## src/rtl/lcd_menu_writer.sv

```systemverilog
// lcd_menu_writer: button-stepped menu that redraws an LCD from a text ROM over Avalon-MM
module lcd_menu_writer #(
  parameter int N_ENTRIES = 4,
  parameter int N_CHARS = 16,
  parameter int WRAP = 1,
  parameter int CHOICE_W = $clog2(N_ENTRIES),
  parameter int ROM_AW = $clog2(N_ENTRIES * N_CHARS)
) (
  input  logic clk,
  input  logic reset,
  input  logic btn_left,
  input  logic btn_right,
  output logic [ROM_AW-1:0] rom_addr,
  input  logic [7:0] rom_data,
  output logic address,
  output logic chipselect,
  output logic byteenable,
  output logic read,
  output logic write,
  output logic [7:0] writedata,
  input  logic waitrequest,
  output logic [CHOICE_W-1:0] menu_choice,
  output logic busy
);
  localparam int IDX_W = N_CHARS > 1 ? $clog2(N_CHARS) : 1;
  localparam logic [CHOICE_W-1:0] LAST = CHOICE_W'(N_ENTRIES - 1);
  localparam logic [IDX_W-1:0] LAST_IDX = IDX_W'(N_CHARS - 1);
  typedef enum logic [2:0] {IDLE, CLEAR, FETCH, ROM_WAIT, WRITE_CHAR} state_t;
  state_t state_q, state_d;
  logic pending_q, pending_d, done;
  logic [CHOICE_W-1:0] choice_q, choice_d, draw_q, draw_d, inc, dec;
  logic [IDX_W-1:0] idx_q, idx_d;
  logic [7:0] data_q, data_d;
  assign write = state_q == CLEAR || state_q == WRITE_CHAR;
  assign chipselect = write;
  assign address = state_q == WRITE_CHAR;
  assign writedata = state_q == CLEAR ? 8'h01 : address ? data_q : 8'h00;
  assign byteenable = 1'b1;
  assign read = 1'b0;
  assign menu_choice = choice_q;
  assign busy = state_q != IDLE || pending_q;
  assign rom_addr = ROM_AW'(draw_q) * ROM_AW'(N_CHARS) + ROM_AW'(idx_q);
  assign done = write && !waitrequest;
  always_comb begin
    inc = choice_q == LAST ? (WRAP != 0 ? '0 : LAST) : choice_q + 1'b1;
    dec = choice_q == '0 ? (WRAP != 0 ? LAST : '0) : choice_q - 1'b1;
    choice_d = btn_right && !btn_left ? inc : btn_left && !btn_right ? dec : choice_q;
    pending_d = choice_d != choice_q || (pending_q && state_q != IDLE);
    data_d = state_q == ROM_WAIT ? rom_data : data_q;
    state_d = state_q;
    draw_d = draw_q;
    idx_d = idx_q;
    case (state_q)
      IDLE: if (pending_q) begin
        state_d = CLEAR;
        draw_d = choice_q;
        idx_d = '0;
      end
      CLEAR: if (done) state_d = pending_q ? IDLE : FETCH;
      FETCH: state_d = pending_q ? IDLE : ROM_WAIT;
      ROM_WAIT: state_d = pending_q ? IDLE : WRITE_CHAR;
      WRITE_CHAR: if (done) begin
        state_d = pending_q || idx_q == LAST_IDX ? IDLE : FETCH;
        idx_d = idx_q + 1'b1;
      end
      default: state_d = IDLE;
    endcase
  end
  always_ff @(posedge clk) begin
    if (reset) begin
      state_q <= IDLE;
      pending_q <= 1'b1;
      choice_q <= '0;
      draw_q <= '0;
      idx_q <= '0;
      data_q <= '0;
    end else begin
      state_q <= state_d;
      pending_q <= pending_d;
      choice_q <= choice_d;
      draw_q <= draw_d;
      idx_q <= idx_d;
      data_q <= data_d;
    end
  end
endmodule

```

## config.mk

```make
export PLATFORM = sky130hd
export DESIGN_NAME = lcd_menu_writer
export DESIGN_NICKNAME = d
export VERILOG_FILES = /design/src/rtl/lcd_menu_writer.sv
export SDC_FILE = /design/constraint.sdc
export NUM_CORES = 1
export LEC_CHECK = 0
export BUFFER_PORTS_ARGS = -buffer_cell sky130_fd_sc_hd__buf_2
export CORE_UTILIZATION = 53
export DETAILED_ROUTE_END_ITERATION = 8
export PLACE_DENSITY = 0.88
export SETUP_SLACK_MARGIN = 0.15
export SLEW_MARGIN = 5
export SYNTH_ARGS = -nofsm -noshare
export SYNTH_HDL_FRONTEND = slang
export SYNTH_SLANG_ARGS = --single-unit
```

## constraint.sdc

```tcl
create_clock -name clk -period 3.7 [get_ports clk]
set_clock_uncertainty 0.15 [all_clocks]
set_input_delay 0 -clock clk [delete_from_list [all_inputs] [get_ports clk]]
set_output_delay 0 -clock clk [all_outputs]
set_load 0.03 [all_outputs]
```

==> results, run 1 <==
- The design draws 0.518 mW.
- 0 antenna diodes ended up in the layout.
- The worst voltage drop across the vdd grid is 0.000344 V.
- In the synthesized netlist, the number of instances is 119.
- The required arrival time at the worst endpoint is 3750 ps.
- The shortest period the worst path allows is 2440 ps.
- Sequential cells were found to cover 37.7% of the synthesized design area.
- A synthesized cell averages 8.93 um^2.
- The dominant combinational cell family by area after synthesis is simple AND/OR/NAND/NOR gates.
- The flow ran to the end, and the final reports show no timing, DRC or antenna violations.
- The stage delay of the slowest cell on the critical path is 570 ps.
- CTS built an H-tree with a depth of 1.
- The horizontal die dimension is 46.8 um.
- Of the available clock period, the critical path in the final layout requires 65.9%.
- In this run the critical register-to-register path is captured at pending_q.
- In the layout the commonest cells are sky130_fd_sc_hd__buf_2, sky130_fd_sc_hd__dlygate4sd3_1, sky130_fd_sc_hd__dfxtp_1, sky130_fd_sc_hd__nor2_1, sky130_fd_sc_hd__mux2i_1.
- The total I/O pin count is 35.
- The worst path arrival time is 2490 ps.
- The final setup slack of the worst path is 1260 ps.
- For this design the static power due to leakage is 0.712 nW.
- After the first detailed-routing iteration, the DRC count stood at 29.
- In the synthesized netlist the dominant register cell turns out to be sky130_fd_sc_hd__dfxtp_1.
- The total CTS buffers is 3.
- The tightest min-delay check is of the register to register type.
- The area inside the core boundary is 0.00180 mm^2.
- Dividing the detail-routed via count by the number of cells gives 5.53.
- The initial cell density of the core is 59.0%.
- Hold is met by 377 ps.
- During placement, the flow inserted port buffers numbering 32.
- When the netlist entered floorplanning its net count stood at 135.
- Measured against the total synthesized area, the mux share comes to 11.5%.
- Post-CTS repair changed the size of 0 cells.
- The commonest non-fill, non-tap cell in the layout is sky130_fd_sc_hd__buf_2.
- The area of the die is 0.00219 mm^2.
- The type of element launching the critical path is a register.
- The cell with the largest stage delay on the worst path is sky130_fd_sc_hd__dlygate4sd3_1.
- The critical-path maximum fanout is 7.
- The total number of vias is 1068.
- The number of endpoints failing setup at the final stage is 0.
- Walking the worst path, the cells encountered are inv_1, ha_1, xnor2_1, nand4b_1, a311o_1, dlygate4sd3_1.
- The netlist area before placement is 0.00106 mm^2.
- After Yosys synthesis, and, or, nand and nor cells account for 26.4% of the synthesized area.
- In the synthesized netlist the async set-or-reset flop fraction comes to 0%.
- The count of fill cells added during filler insertion is 109.
- Detailed placement finished with a half-perimeter wire length of 1.53 mm.
- Cells with a size suffix above 1 make up 25.0% of the layout.
- The number of max-cap violations is 0.
- The die is 46.8 um tall.
- The total global routing overflow is 0.
- The number of DRC violations after detailed routing is 0.
- Compared with the post-synthesis result, the final layout area differs by 39.2%.
- Once layout is done, the placed cells without fillers occupy 0.00148 mm^2.
- In the final routed layout, each cell accounts on average for 15.1 um.
- Summed over all failing endpoints, the final setup total negative slack is 0 ps.
- Setup repair after global routing left no endpoint under its margin.
- The critical path class is register to register.
- Derived from the worst setup path, the maximum achievable clock frequency is 0.410 GHz.
- The count of cells along the worst register-to-register path is 6.
- The number of pins with negative max-slew slack in the final report is 0.
- The launch instance of the worst register-to-register path is menu_choice[0].
- Once detail routing completed, the nets flagged for antenna violations numbered 0.
- The count of flip-flops with a built-in enable after synthesis is 0.
- The synthesized netlist devotes 12.1% of its cell area to compound gates.
- The wire length reported by the detailed router is 2.91 mm.
- The first global-routing pass estimated 4.37 mm of wire.
- The tree built by TritonCTS fans out to 20 sinks.
- The final weighted congestion of routability-driven global placement is 0.769.
- After Yosys synthesis, XOR and XNOR cells account for 2.47% of the synthesized area.
- Global routing consumed, over all layers together, 28.8% of the routing resources.
- The cell area after placement is 0.00121 mm^2.
- The unique cell type count in the Yosys netlist is 37.
- The number of synthesized register bits is 20.
- The clock tree buffer depth is 2.
- The end of the critical path is pending_q.
- The power density over cell area is 350 mW/mm^2.
- The final count of hold timing violations is 0.
- The site row count is 15.
- The tree is rooted in a sky130_fd_sc_hd__clkbuf_4.
- The worst-case register-to-register setup slack is 1260 ps.
- Entering global routing, the biggest net connects 19 pins.
- The number of global-route vias before repair came to 961.
- The length of the first detailed-routing pass in iterations is 4.
- The TritonCTS clock tree is done.
- For the pin with the worst max-slew slack, the measured transition is 827 ps.
- At the end of the flow, the number of nets in the layout was 185.
- The headroom to the max-slew limit is 44.1%.
- At the placement stage, the worst setup path has a slack of 1860 ps.
- The critical path launch point is menu_choice[0].
- The critical path capture point type is a register.
- Once the clock tree was built, the setup fixing pass inserted 0 buffers.
- The Yosys warning count is 0.
- The share of synthesized cell area in full adder, half adder and majority cells is 3.53%.
- The clock edge transition at the registers on the reported setup and hold paths is 120 ps.
- The initial antenna violation count is 0.
- The later-pin clock latency in the skew report is 300 ps.
## worst min path at each step
stage / from / to / slack (ps) / cells past startpoint
final: draw_q[1] / draw_q[1] / 380 / 2
after CTS: draw_q[1] / draw_q[1] / 370 / 2
after global placement: rom_data[1] / data_q[1] / 80 / 3
after global routing: draw_q[1] / draw_q[1] / 420 / 2
after detailed placement: rom_data[3] / data_q[3] / 90 / 3
after floorplan: waitrequest / state_q[2] / -10 / 2
## cell families (layout without fill, tap and decap cells)
group / count (synthesis) / in the layout
adders and majority gates: 3 / 3
muxes: 12 / 12
xor gates and xnor gates: 3 / 3
AOI/OAI and AO/OA: 20 / 20
DFF: 20 / 20
and+or+nand+nor: 47 / 47
other: 2 / 2
buffers and inverters: 12 / 61
## critical path, delay by kind of cell (launching register included)
family | cells | cell delay (ps)
buf+inv | 2 | 660
compound gates | 1 | 370
flops | 1 | 470
fa+ha+maj | 1 | 330
simple gates | 1 | 190
xor+xnor | 1 | 160
## registers in the layout, summed over array words and instances (netlist names)
signal       count
data_q           8
draw_q           2
idx_q            4
menu_choice      2
pending_q        1
state_q          3
## synthesized netlist by cell type (all sizes together), types with 2 or more instances
master	count	area share (%)
inv	3	1.1
nor2	13	4.6
a21oi	6	2.8
nor4b	2	1.6
nor3b	2	1.9
mux2i	10	9.4
nand3	4	1.9
nand3b	3	2.1
a2bb2oi	2	1.6
dfxtp	20	38
ha	3	3.5
o21bai	2	1.4
o21ai	5	2.4
xnor2	3	2.5
nand2b	4	2.4
and2	7	4.1
or3	2	1.2
conb	2	0.71
clkbuf	3	1.1
nor2b	2	1.2
buf	6	3.4
nand2	2	0.71
mux2	2	2.1
## power breakdown
part | switching (mW) | total (mW) | internal, mW
clock | 0.0696 | 0.179 | 0.109
combinational | 0.0541 | 0.102 | 0.0480
sequential | 0.0145 | 0.237 | 0.223
total | 0.138 | 0.518 | 0.380
## layer usage
layer	track usage [%]	vias up	share of wire, %
met5	0	-	0
met3	4.62	11	5.2
met4	12.6	0	2.0
met1	33.3	501	38
met2	52.2	48	54
li1	-	508	-
## through the flow
stage | utilization, % | std cells
floorplan | - | 119
global placement | 66.9 | 167
detailed placement | 66.9 | 167
CTS | 82.1 | 193
global route | 82.1 | 193
finish | 82.1 | 193
## final cells by class
class	count	area [um^2]	area share, %
clock buffer	3	22.5	1.52
clock inverter	1	30.0	2.03
inverter	3	11.3	0.761
multi-input combinational	87	603	40.8
sequential	20	400	27.1
tap	25	31.3	2.12
timing repair buffer	54	380	25.7
## what timing repair did
action	4_1_cts	5_1_grt
setup endpoints to repair	0	0
hold buffers	22	0
hold endpoints to repair	17	0
(Power assumes the default switching activity.)
==> run 2, diff against run 1 <==
- CORE_UTILIZATION: 53 -> 44
- PLACE_DENSITY: 0.88 -> 0.79
- clock period: 3.7 -> 2.05 ns (I/O delays scaled with it)
==> results, run 2 (synthesized netlist as in run 1, its figures left out) <==
- The run finished with clean final reports.
- The area inside the core boundary is 0.00223 mm^2.
- The launch instance of the worst register-to-register path is menu_choice[1].
- The total I/O pin count is 35.
- The number of pins with negative max-slew slack in the final report is 0.
- The class of the tightest hold or removal check is primary input to register.
- The area of the die is 0.00261 mm^2.
- The number of buffers and inverters on the critical path is 1.
- The final layout contains 181 nets.
- Including well taps, the total number of placed cells is 175.
- In the layout the commonest cells are sky130_fd_sc_hd__buf_2, sky130_fd_sc_hd__dfxtp_1, sky130_fd_sc_hd__nor2_1, sky130_fd_sc_hd__dlygate4sd3_1, sky130_fd_sc_hd__mux2i_1.
- The first detailed-routing pass ran for 4 iterations.
- The later-pin clock latency in the skew report is 300 ps.
- Global routing used 35.7% of the available met2 tracks.
- After detailed routing, the number of remaining DRC violations is 0.
- Of all nets on the critical path, the largest fanout is 15.
- In the final layout, the registers with the most flip-flops are data_q: 8 flops, idx_q: 4 flops, state_q: 3 flops.
- The worst voltage drop across the vdd grid is 0.000500 V.
- In this run the critical register-to-register path is captured at pending_q.
- The number of global-route vias before repair is 898.
- The shortest period the worst path allows is 1780 ps.
- Setup repair after global routing left no endpoint under its margin.
- Traced cell by cell, the critical path runs through nor3b_4, and2_1, buf_2.
- The power density over cell area is 650 mW/mm^2.
- The horizontal die dimension is 51.1 um.
- The final weighted congestion of routability-driven global placement is 0.792.
- The total negative slack for setup checks is 0 ps.
- The routed design has 2.33 mm of wire.
- The final setup slack of the worst path is 272 ps.
- Clock-pin slew was measured on the worst setup and hold paths at 120 ps.
- The library cell used most frequently in the layout, excluding fill and tap cells, is sky130_fd_sc_hd__buf_2.
- The repair_antennas step left the layout with diodes totalling 0.
- The placed wire-length estimate is 1.55 mm.
- The clock passes through at most 2 buffers.
- The count of cells along the worst register-to-register path is 5.
- STA classifies the critical path endpoint as an output port.
- The total global routing overflow is 0.
- Summing internal, switching and leakage power gives 0.936 mW.
- The count of clock tree sinks is 20.
- The H-tree depth reported by CTS is 1.
- Setup violations remaining at the end of the flow were counted as 0.
- In the final layout, the multi-input gates occupy 609 um^2.
- The worst min-delay path endpoint is data_q[7].
- The first-iteration detailed-routing DRC count is 15.
- The number of input and output port buffers inserted is 32.
- The final routed wire length divided by cell count is 12.1 um.
- The root buffer cell is sky130_fd_sc_hd__clkbuf_4.
- The finished layout holds 192 standard cells, fillers aside.
- The worst path arrival time is 1630 ps.
- The critical path class is register to output port.
- The pin count of the biggest net entering global routing is 19.
- The sequential cells in the finished layout cover a total of 403 um^2.
- Global routing used 2.98% of the available met3 tracks.
- Compared with the post-synthesis result, the final layout area differs by 35.5%.
- The source of the worst hold timing path is rom_data[7].
- The worst-case register-to-register setup slack is 290 ps.
- TritonCTS built the clock tree.
- The initialized floorplan defines 17 standard-cell rows.
- Max-cap violations in this run came to 0.
- The post-placement setup slack is 262 ps.
- The routed layout has 957 vias.
- The mean number of vias per cell is 4.98.
- The final count of hold timing violations is 0.
- In this design, the largest share of critical-path delay is due to simple AND/OR/NAND/NOR gates.
- After filler insertion, the fill cell instance count of the layout stands at 184.
- The most flop-heavy register is data_q.
- On the worst path, the slowest cell contributes a delay of 480 ps.
- The die is 51.1 um tall.
- The layer flagged by global routing as most heavily used is met2.
- The post-route netlist has 29.9% of its cells at a drive strength greater than 1.
- The required arrival time at the worst endpoint is 1900 ps.
- Along the worst hold path, the cell count comes to 4.
- The total leakage power is 0.672 nW.
- The met1 track demand over resource is 21.1%.
- The initial antenna violation count is 0.
- Once the floorplan was initialized, standard cells occupied 47.6% of the core.
- The register with the most flip-flops in the layout has 8 of them.
- The cell with the largest stage delay on the worst path is sky130_fd_sc_hd__dfxtp_2.
- The type of element launching the critical path is a register.
- Static timing analysis puts the maximum clock frequency at 0.562 GHz.
- In the finished design, the share of the clock period the worst path needs comes to 86.7%.
- The count of nets left with antenna violations once routing finished came out at 0.
- The total CTS buffers is 3.
- The first global-routing pass estimated 3.75 mm of wire.
- Global routing consumed, over all layers together, 19.3% of the routing resources.
==> run 2: cell count changes in the layout (fill, tap and decap cells not counted) <==
cell	delta
sky130_fd_sc_hd__dfxtp_1	-2
sky130_fd_sc_hd__nor3b_4	+1
sky130_fd_sc_hd__buf_4	+5
sky130_fd_sc_hd__dlygate4sd3_1	-9
sky130_fd_sc_hd__nor3b_2	-1
sky130_fd_sc_hd__dfxtp_2	+2
==> run 2: report_power, final <==
group	internal [mW]	switching, mW	total (mW)
logic	0.0959	0.106	0.202
clock network	0.197	0.120	0.318
registers	0.402	0.0137	0.416
total	0.696	0.240	0.936
==> run 2: how the worst max path moves through the flow <==
| stage | startpoint | cells after the start | to | slack [ps] |
|---|---|---|---|---|
| after global placement | state_q[2] | 3 | idx_q[3] | 310 |
| final | state_q[2] | 3 | writedata[2] | 270 |
| after detailed placement | state_q[2] | 3 | idx_q[3] | 260 |
| after floorplan | menu_choice[1] | 5 | pending_q | 180 |
| after global routing | state_q[2] | 3 | writedata[2] | 160 |
| after CTS | state_q[2] | 3 | writedata[3] | 180 |
==> run 2: layout make-up <==
class | count | area share (%)
Multi-Input combinational cell | 87 | 42.3
Sequential cell | 20 | 28.0
Inverter | 3 | 0.783
Clock inverter | 1 | 2.09
Timing Repair Buffer | 50 | 22.8
Clock buffer | 3 | 1.57
Tap cell | 28 | 2.43
==> run 2: what timing repair did <==
action	in CTS	in global routing
hold buffers	13	0
buffers inserted	0	0
endpoints found under the hold margin	18	0
gates cloned	0	0
resized for setup	1	1
endpoints found under the setup margin	7	9
pin swaps	0	0
==> run 2: metal layers <==
metal | vias up | wire (um) | share of wire [%]
li1 | 496 | - | -
met1 | 432 | 1010 | 43
met2 | 23 | 1190 | 51
met3 | 6 | 82 | 3.5
met4 | 0 | 46 | 2.0
met5 | - | 0 | 0
==> run 2: stage by stage <==
stage	hold WS (ps)	util [%]	cell area (um^2)
2_1_floorplan	-11.1	-	1060
3_3_place_gp	82.3	55.9	1250
3_5_place_dp	90.0	55.9	1250
4_1_cts	308	64.4	1440
5_1_grt	324	64.4	1440
6_report	326	64.4	1440
==> run 2: worst reg2reg max path, delay by kind of cell, from the launching register on <==
family                   cells  cell delay, ps
flip-flops                   1             450
buffers and inverters        1              70
AND/OR/NAND/NOR              1             170
AO/OA/AOI/OAI                1             350
XOR/XNOR                     1             150
adder cells (fa/ha/maj)      1             310
